`src/rtl/phase_err_meter.sv`:
```
// Phase-error meter: measures the ref_in/fb_in rising-edge offset in clk cycles.
// Define PHASE_ERR_LOCK_DET_EN to build in the lock detector; otherwise lock is tied low.
module phase_err_meter #(
  parameter int W        = 8,
  parameter int LOCK_TOL = 2,
  parameter int LOCK_CNT = 16
) (
  input  logic                clk,
  input  logic                rst,
  input  logic                ref_in,
  input  logic                fb_in,
  input  logic                en,
  output logic signed [W-1:0] err,
  output logic                err_valid,
  output logic                up,
  output logic                dn,
  output logic                lock
);

  typedef enum logic [1:0] {
    IDLE     = 2'd0,
    REF_LEAD = 2'd1,
    FB_LEAD  = 2'd2
  } state_t;

  localparam logic [W-1:0] MAX = {1'b0, {(W-1){1'b1}}};

  logic       ref_s1, ref_s2, ref_h;
  logic       fb_s1, fb_s2, fb_h;
  logic       ref_ev, fb_ev;
  logic [1:0] ref_pipe, fb_pipe;
  logic       ref_go, fb_go;

  state_t       state;
  logic [W-2:0] cnt;
  logic [W-1:0] k;

  always_ff @(posedge clk or negedge rst) begin
    if (!rst) begin
      ref_s1 <= 1'b0;
      ref_s2 <= 1'b0;
      ref_h  <= 1'b0;
      fb_s1  <= 1'b0;
      fb_s2  <= 1'b0;
      fb_h   <= 1'b0;
    end else begin
      ref_s1 <= ref_in;
      ref_s2 <= ref_s1;
      ref_h  <= ref_s2;
      fb_s1  <= fb_in;
      fb_s2  <= fb_s1;
      fb_h   <= fb_s2;
    end
  end

  assign ref_ev = ref_s2 & ~ref_h;
  assign fb_ev  = fb_s2 & ~fb_h;

  // Two event stages put err_valid four edges after the first input sample.
  always_ff @(posedge clk or negedge rst) begin
    if (!rst) begin
      ref_pipe <= '0;
      fb_pipe  <= '0;
    end else begin
      ref_pipe <= {ref_pipe[0], ref_ev};
      fb_pipe  <= {fb_pipe[0], fb_ev};
    end
  end

  assign ref_go = ref_pipe[1];
  assign fb_go  = fb_pipe[1];

  // cnt holds k-1 while measuring, so k is the offset if the close lands this cycle.
  assign k = {1'b0, cnt} + {{(W-1){1'b0}}, 1'b1};

  always_ff @(posedge clk or negedge rst) begin
    if (!rst) begin
      state     <= IDLE;
      cnt       <= '0;
      err       <= '0;
      err_valid <= 1'b0;
      up        <= 1'b0;
      dn        <= 1'b0;
    end else begin
      err_valid <= 1'b0;
      if (!en) begin
        state <= IDLE;
        cnt   <= '0;
        up    <= 1'b0;
        dn    <= 1'b0;
      end else begin
        unique case (state)
          IDLE: begin
            if (ref_go && fb_go) begin
              err       <= '0;
              err_valid <= 1'b1;
            end else if (ref_go) begin
              state <= REF_LEAD;
              cnt   <= '0;
              up    <= 1'b1;
            end else if (fb_go) begin
              state <= FB_LEAD;
              cnt   <= '0;
              dn    <= 1'b1;
            end
          end
          REF_LEAD: begin
            if (fb_go) begin
              err       <= k;
              err_valid <= 1'b1;
              cnt       <= '0;
              // A simultaneous ref edge reopens the measurement instead of slipping.
              if (!ref_go) begin
                state <= IDLE;
                up    <= 1'b0;
              end
            end else if (ref_go) begin
              err       <= MAX;
              err_valid <= 1'b1;
              cnt       <= '0;
            end else if (k == MAX) begin
              err       <= MAX;
              err_valid <= 1'b1;
              cnt       <= '0;
              state     <= IDLE;
              up        <= 1'b0;
            end else begin
              cnt <= k[W-2:0];
            end
          end
          FB_LEAD: begin
            if (ref_go) begin
              err       <= -k;
              err_valid <= 1'b1;
              cnt       <= '0;
              if (!fb_go) begin
                state <= IDLE;
                dn    <= 1'b0;
              end
            end else if (fb_go) begin
              err       <= -MAX;
              err_valid <= 1'b1;
              cnt       <= '0;
            end else if (k == MAX) begin
              err       <= -MAX;
              err_valid <= 1'b1;
              cnt       <= '0;
              state     <= IDLE;
              dn        <= 1'b0;
            end else begin
              cnt <= k[W-2:0];
            end
          end
          default: begin
            state <= IDLE;
            cnt   <= '0;
            up    <= 1'b0;
            dn    <= 1'b0;
          end
        endcase
      end
    end
  end

`ifdef PHASE_ERR_LOCK_DET_EN
  localparam int unsigned   RUN_W   = $clog2(LOCK_CNT + 1);
  localparam logic [RUN_W-1:0] RUN_MAX = RUN_W'(LOCK_CNT);
  localparam logic [W-1:0]  TOL     = W'(LOCK_TOL);

  logic [RUN_W-1:0] lock_run;
  logic [W-1:0]     err_abs;

  assign err_abs = err[W-1] ? $unsigned(-err) : $unsigned(err);

  // Timeouts and slips report |err| = MAX, so they fall out of tolerance naturally.
  always_ff @(posedge clk or negedge rst) begin
    if (!rst) begin
      lock_run <= '0;
    end else if (!en) begin
      lock_run <= '0;
    end else if (err_valid) begin
      if (err_abs <= TOL) begin
        if (lock_run != RUN_MAX) lock_run <= lock_run + RUN_W'(1);
      end else begin
        lock_run <= '0;
      end
    end
  end

  assign lock = (lock_run == RUN_MAX);
`else
  assign lock = 1'b0;
`endif

endmodule

```
`config.mk`:
```
export PLATFORM = sky130hd
export DESIGN_NAME = phase_err_meter
export DESIGN_NICKNAME = d
export VERILOG_FILES = /design/src/rtl/phase_err_meter.sv
export SDC_FILE = /design/constraint.sdc
export NUM_CORES = 1
export LEC_CHECK = 0
export CAP_MARGIN = 20
export CORE_MARGIN = 2
export CORE_UTILIZATION = 61
export CTS_CLUSTER_DIAMETER = 120
export DETAILED_ROUTE_END_ITERATION = 10
export PLACE_DENSITY = 0.84
export SYNTH_ARGS = -nofsm -noshare
export SYNTH_HDL_FRONTEND = slang
export SYNTH_SLANG_ARGS = --single-unit
export TNS_END_PERCENT = 5
```
`constraint.sdc`:
```
create_clock -name clk -period 4.6 [get_ports clk]
set_input_delay 0.92 -clock clk [delete_from_list [all_inputs] [get_ports clk]]
set_output_delay 0.92 -clock clk [all_outputs]
set_load 0.1 [all_outputs]
```
=== Word-level counts from Yosys, hierarchy flattened ===
Cells that the tools add are included.

* Add/sub/neg operators: 2
* Multiply operators: 0
* Divide/modulo/power cells: 0
* Magnitude comparators: 0
* Equality and inequality tests: 17
* Shift operators: 0
* Muxes and demuxes: 54
* Bitwise gates (word level): 4
* Reduce and logical (&&, ||, !) cells: 8

{| class="wikitable"
|+ Operators by type and width
! operator !! number
|-
| 2-to-1 mux 7 bit || 9
|-
| 2-to-1 mux 8 bit || 7
|-
| case mux 8 bit (3 select lines) || 1
|-
| 2-to-1 mux 2 bit || 11
|-
| 2-to-1 mux 1 bit || 21
|-
| case mux 7 bit (3 select lines) || 1
|-
| != test 4 bit (second input constant) || 5
|-
| != test 3 bit (second input constant) || 6
|-
| AND reduction 5 bit || 2
|-
| case mux 1 bit (3 select lines) || 3
|-
| adder 7 x 1 -> 8 bit (second input constant) || 1
|-
| == test 8 x 7 -> 1 bit (second input constant) || 1
|-
| negation 8 bit || 1
|-
| != test 2 bit (second input constant) || 3
|-
| case mux 2 bit (3 select lines) || 1
|-
| AND reduction 6 bit || 1
|-
| AND reduction 4 bit || 1
|-
| nonzero test 3 bit || 1
|-
| bitwise AND 1 bit || 2
|-
| == test 2 x 1 -> 1 bit (second input constant) || 1
|-
| == test 2 bit (second input constant) || 1
|-
| logical NOT 2 bit || 1
|-
| inverter 1 bit || 2
|-
| AND reduction 2 bit || 1
|-
| logical AND 1 bit || 1
|}

* Flip-flop bits (word level): 30
* Latch bits: 0
* RAM bits: 0
* Memory bits (read-only): 0
* Input port bits: 5
* Output and inout bits: 12
* Logic and storage cells: 99
* Memories kept: 0

=== Logic depth before layout (Yosys ltp) ===
* Depth after elaboration: 7
* Gate-level depth with buffers: 10
* Depth with buffers taken out: 8

=== Worst setup path before layout ===
OpenSTA, ideal clock, no wires.

* Kind: register to register
* From: register cnt[0]
* To: register err[7]
* Arrival time: 2.203 ns
* Required time: 4.468 ns
* Setup slack: 2.265 ns
* Cell stages (with the launch flop): 10
* Buffers on the path: 1
* Period minus slack after synthesis: 2.335 ns
* Path through: dfrtp_1 -> clkbuf_1 -> inv_1 -> ha_1 -> and3_1 -> or4b_1 -> o31a_1 -> a21o_1 -> a21oi_1 -> o21ai_0

* Cells in the longest elaborated chain, start to end: 4
* Elaborated cells between the ends (all ways): 9

{| class="wikitable"
|+ Ends and longest elaborated chain
! item !! RTL line !! RTL
|-
| start: declaration || 35 || <nowiki>logic [W-2:0] cnt;</nowiki>
|-
| start signal: assignment || 128 || <nowiki>cnt <= k[W-2:0];</nowiki>
|-
| start signal: assignment || 151 || <nowiki>cnt <= k[W-2:0];</nowiki>
|-
| adder 7 x 1 -> 8 bit (*) || 74 || <nowiki>assign k = {1'b0, cnt} + {{(W-1){1'b0}}, 1'b1};</nowiki>
|-
| negation 8 bit / == test 8 x 7 -> 1 bit (equally long branches) || 133, 121, 144 ||
|-
| 2-to-1 mux 8 bit / != test 4 bit (equally long branches) || -- ||
|-
| case mux 8 bit (3 select lines) / AND reduction 5 bit (equally long branches) || -- ||
|-
| end signal: assignment || 133 || <nowiki>err <= -k;</nowiki>
|-
| end signal: assignment || 141 || <nowiki>err <= -MAX;</nowiki>
|-
| end signal: assignment || 145 || <nowiki>err <= -MAX;</nowiki>
|-
| end: declaration || 13 || <nowiki>output logic signed [W-1:0] err,</nowiki>
|}

Mark *: on every way between the ends. The rest lies on a longest branch, timed or not.
A chain may end at the register's enable or synchronous reset.

=== Worst setup path after layout ===
* From: register err[5]
* To: output err[5]

{| class="wikitable"
|+ RTL lines
! item !! RTL line !! RTL
|-
| start signal: assignment || 109 || <nowiki>err <= k;</nowiki>
|-
| start signal: assignment || 133 ||
|-
| start signal: assignment || 141 ||
|}

No word-level cell between the ends.

==> flow_metrics.env <==
export IMPL_status="complete, no violations"
export IMPL_start_util_pct=62.77
export IMPL_tns_ps=0
export IMPL_synth_area_leader_cell="dfrtp_1"
export IMPL_layout_nets=229
export IMPL_postCtsHoldBufs=0
export IMPL_firstDrtPassIters=5
export IMPL_synth_area_sq_um=1869
export IMPL_slowest_stage="clkdlybuf4s50_1"
export IMPL_grt_use_met2_pct=42.54
export IMPL_syn_avg_cell_area_sq_um=8.859
export IMPL_htree_levels=2
export IMPL_p_seq_share_pct=34.2
export IMPL_leakage_nw=0.8397
export IMPL_power_frac_clock_pct=18.2
export IMPL_core_area_sq_um=2978
export IMPL_die_area_sq_um=3523
export IMPL_n_antenna_cell=0
export IMPL_peakVddDrop_v=0.0002565
export IMPL_synth_seq_area_share_pct=40.16
export IMPL_synth_async_sr_flop_share_pct=100.0
export IMPL_p_per_area_nw_per_um2=466.0
export IMPL_drive_above_1_share_pct=8.257
export IMPL_grt_pass1_wl_microns=7100
export IMPL_setup_violations_final=0
export IMPL_period_share_pct=59.91
export IMPL_rsz0062_at_grt="false"
export IMPL_clock_skew_ps=14.80
export IMPL_cts_resized=0
export IMPL_final_hold_viol_count=0
export IMPL_end_kind="output port"
export IMPL_cts_tree="built"
export IMPL_postRouteAntennaNets=0
export IMPL_cts_root_buf="clkbuf_4"
export IMPL_hpwl_microns=2938
export IMPL_grt_usage_pct=26.92
export IMPL_synth_ff_type="dfrtp_1"
export IMPL_p_int_mw=0.4920
export IMPL_fill_cells=231
export IMPL_path_buf_inv=1
export IMPL_synth_area_top_cells="dfrtp_1 (40%), o21ai_0 (5.6%), nand2_1 (5.4%)"
export IMPL_grt_overflow=0
export IMPL_post_place_ws_ps=1987
export IMPL_hold_slack_ps=360.9
export IMPL_wire_per_inst_microns=16.56
export IMPL_cp_top_family="buffers and inverters"
export IMPL_clock_sinks=30
export IMPL_postSynthCellCount=211
export IMPL_fin_util_pct=68.70
export IMPL_p_total_mw=0.9533
export IMPL_portBuffers=15
export IMPL_grt_max_degree=31
export IMPL_vias=1638
export IMPL_cpPeakStageDelay_ps=1140
export IMPL_io_pins=17
export IMPL_cp_required_ps=3680
export IMPL_tightest_slew_ps=972.9
export IMPL_period_needed_ps=2756
export IMPL_yosysWarnings=0
export IMPL_clock_path_buffers=2
export IMPL_layout_commonest_cell="dfrtp_1"
export IMPL_ys_types=52
export IMPL_power_frac_comb_pct=47.6
export IMPL_fp_dieH_microns=59.36
export IMPL_worstPathMaxFanout=2
export IMPL_start_kind="flip-flop"
export IMPL_place_congestion=0.9581
export IMPL_path_class="reg -> out"
export IMPL_hold_class="reg -> reg"
export IMPL_drv_slew=0
export IMPL_fmax_mhz=362.9
export IMPL_fin_ws_ps=1844
export IMPL_synth_top_cell_area_share_pct=40.16
export IMPL_syn_nets=223
export IMPL_grtUsageMet1_pct=34.46
export IMPL_relSlewSlack_pct=34.94
export IMPL_synth_ff_latch_count=30
export IMPL_drtIter0Drc=158
export IMPL_grt_met3_usage_pct=6.114
export IMPL_drcViolationCount=0
export IMPL_post_drt_via_cell_ratio=6.526
export IMPL_die_w_microns=59.36
export IMPL_synth_edf_count=0
export IMPL_fp_row_count=20
export IMPL_swShare_pct=48.38
export IMPL_worstPathArrival_ps=1840
export IMPL_clk_pin_slew_ps=100
export IMPL_power_switching_mw=0.4612
export IMPL_clk_latency_ps=350
export IMPL_wl_microns=4157
export IMPL_numCtsBuffers=5
export IMPL_grt_antenna_before_repair=0
export IMPL_grt_pass1_vias=1587
export IMPL_grt_busiest_layer="met2"
export IMPL_final_cell_mix="dfrtp_1 (30), nand2_1 (27), o21ai_0 (21)"
export IMPL_post_cts_buffers=0
export IMPL_crit_chain="clkdlybuf4s50_1"
export IMPL_areaGrowthSynthToFinish_pct=9.438
export IMPL_drv_cap=0
final timing paths:
path                       startpoint      to  slack (ps)  cells after the start
setup / recovery               err[5]  err[5]        1840                      1
hold / removal                  fb_s1   fb_s2         360                      0
setup reg to reg               cnt[0]  cnt[2]        1960                      7
hold reg to reg                 fb_s1   fb_s2         360                      0
max in group asynchronous         rst    fb_h        3360                      2
min in group asynchronous         rst  cnt[1]         940                      2
cells in the mapped netlist (2+ instances only):
master    number
clkbuf_1      11
a21oi_1        8
o31ai_1        6
and3_1         3
xnor2_1        3
o211ai_1       2
a21o_1         3
nor3_1         5
nor2b_1        8
o21ai_0       21
buf_6          2
o21bai_1       2
and2_1         2
nand4_1        3
o21ai_2        3
nand3_1        9
a211oi_1       3
or3_1          2
dfrtp_1       30
nand2b_1       6
a21boi_0       2
nor2_1         6
a22o_1         2
inv_1          5
nor3b_1        2
buf_2          3
mux2i_1        2
nand2_1       27
ha_1           7
stage by stage:
stage,instances,cell area (sq um)
2_1_floorplan,211,1869
3_3_place_gp,243,1982
3_5_place_dp,243,1982
4_1_cts,251,2046
5_1_grt,251,2046
6_report,251,2046
flip-flops by register name, summed over array words and instances, names as in the netlist:
register	count
err	8
cnt	7
fb_pipe	2
ref_pipe	2
state	2
dn	1
err_valid	1
fb_h	1
fb_s1	1
fb_s2	1
ref_h	1
ref_s1	1
ref_s2	1
up	1
final cells by class:
cell class / count / area (sq um) / area share [%]
multi-input combinational: 159 / 1013 / 49.54
sequential: 30 / 750.7 / 36.70
timing repair buffer: 16 / 157.7 / 7.706
clock buffer: 6 / 51.30 / 2.508
tap: 33 / 41.29 / 2.018
inverter: 5 / 18.77 / 0.9174
clock inverter: 2 / 12.51 / 0.6116
power by group through the flow:
stage	Clock [mW]	Combinational (mW)	Sequential (mW)
floorplan	0	0.161	0.517
global placement	0	0.442	0.329
detailed placement	0	0.450	0.332
CTS	0.176	0.452	0.326
global route	0.183	0.483	0.331
finish	0.174	0.453	0.326
routing by layer:
metal	wire [microns]	up-vias
met5	0	-
li1	-	767
met3	276	18
met4	140	0
met1	1701	783
met2	2039	70
kinds of logic after synthesis:
kind of cell,share of synthesized area [%]
xor+xnor,1.875
compound gates,23.96
simple gates,21.82
fa+ha+maj,4.685
other cells,0.2006
buf+inv,5.622
mux,1.673
flops,40.16
Power figures use the tool's default switching activity.
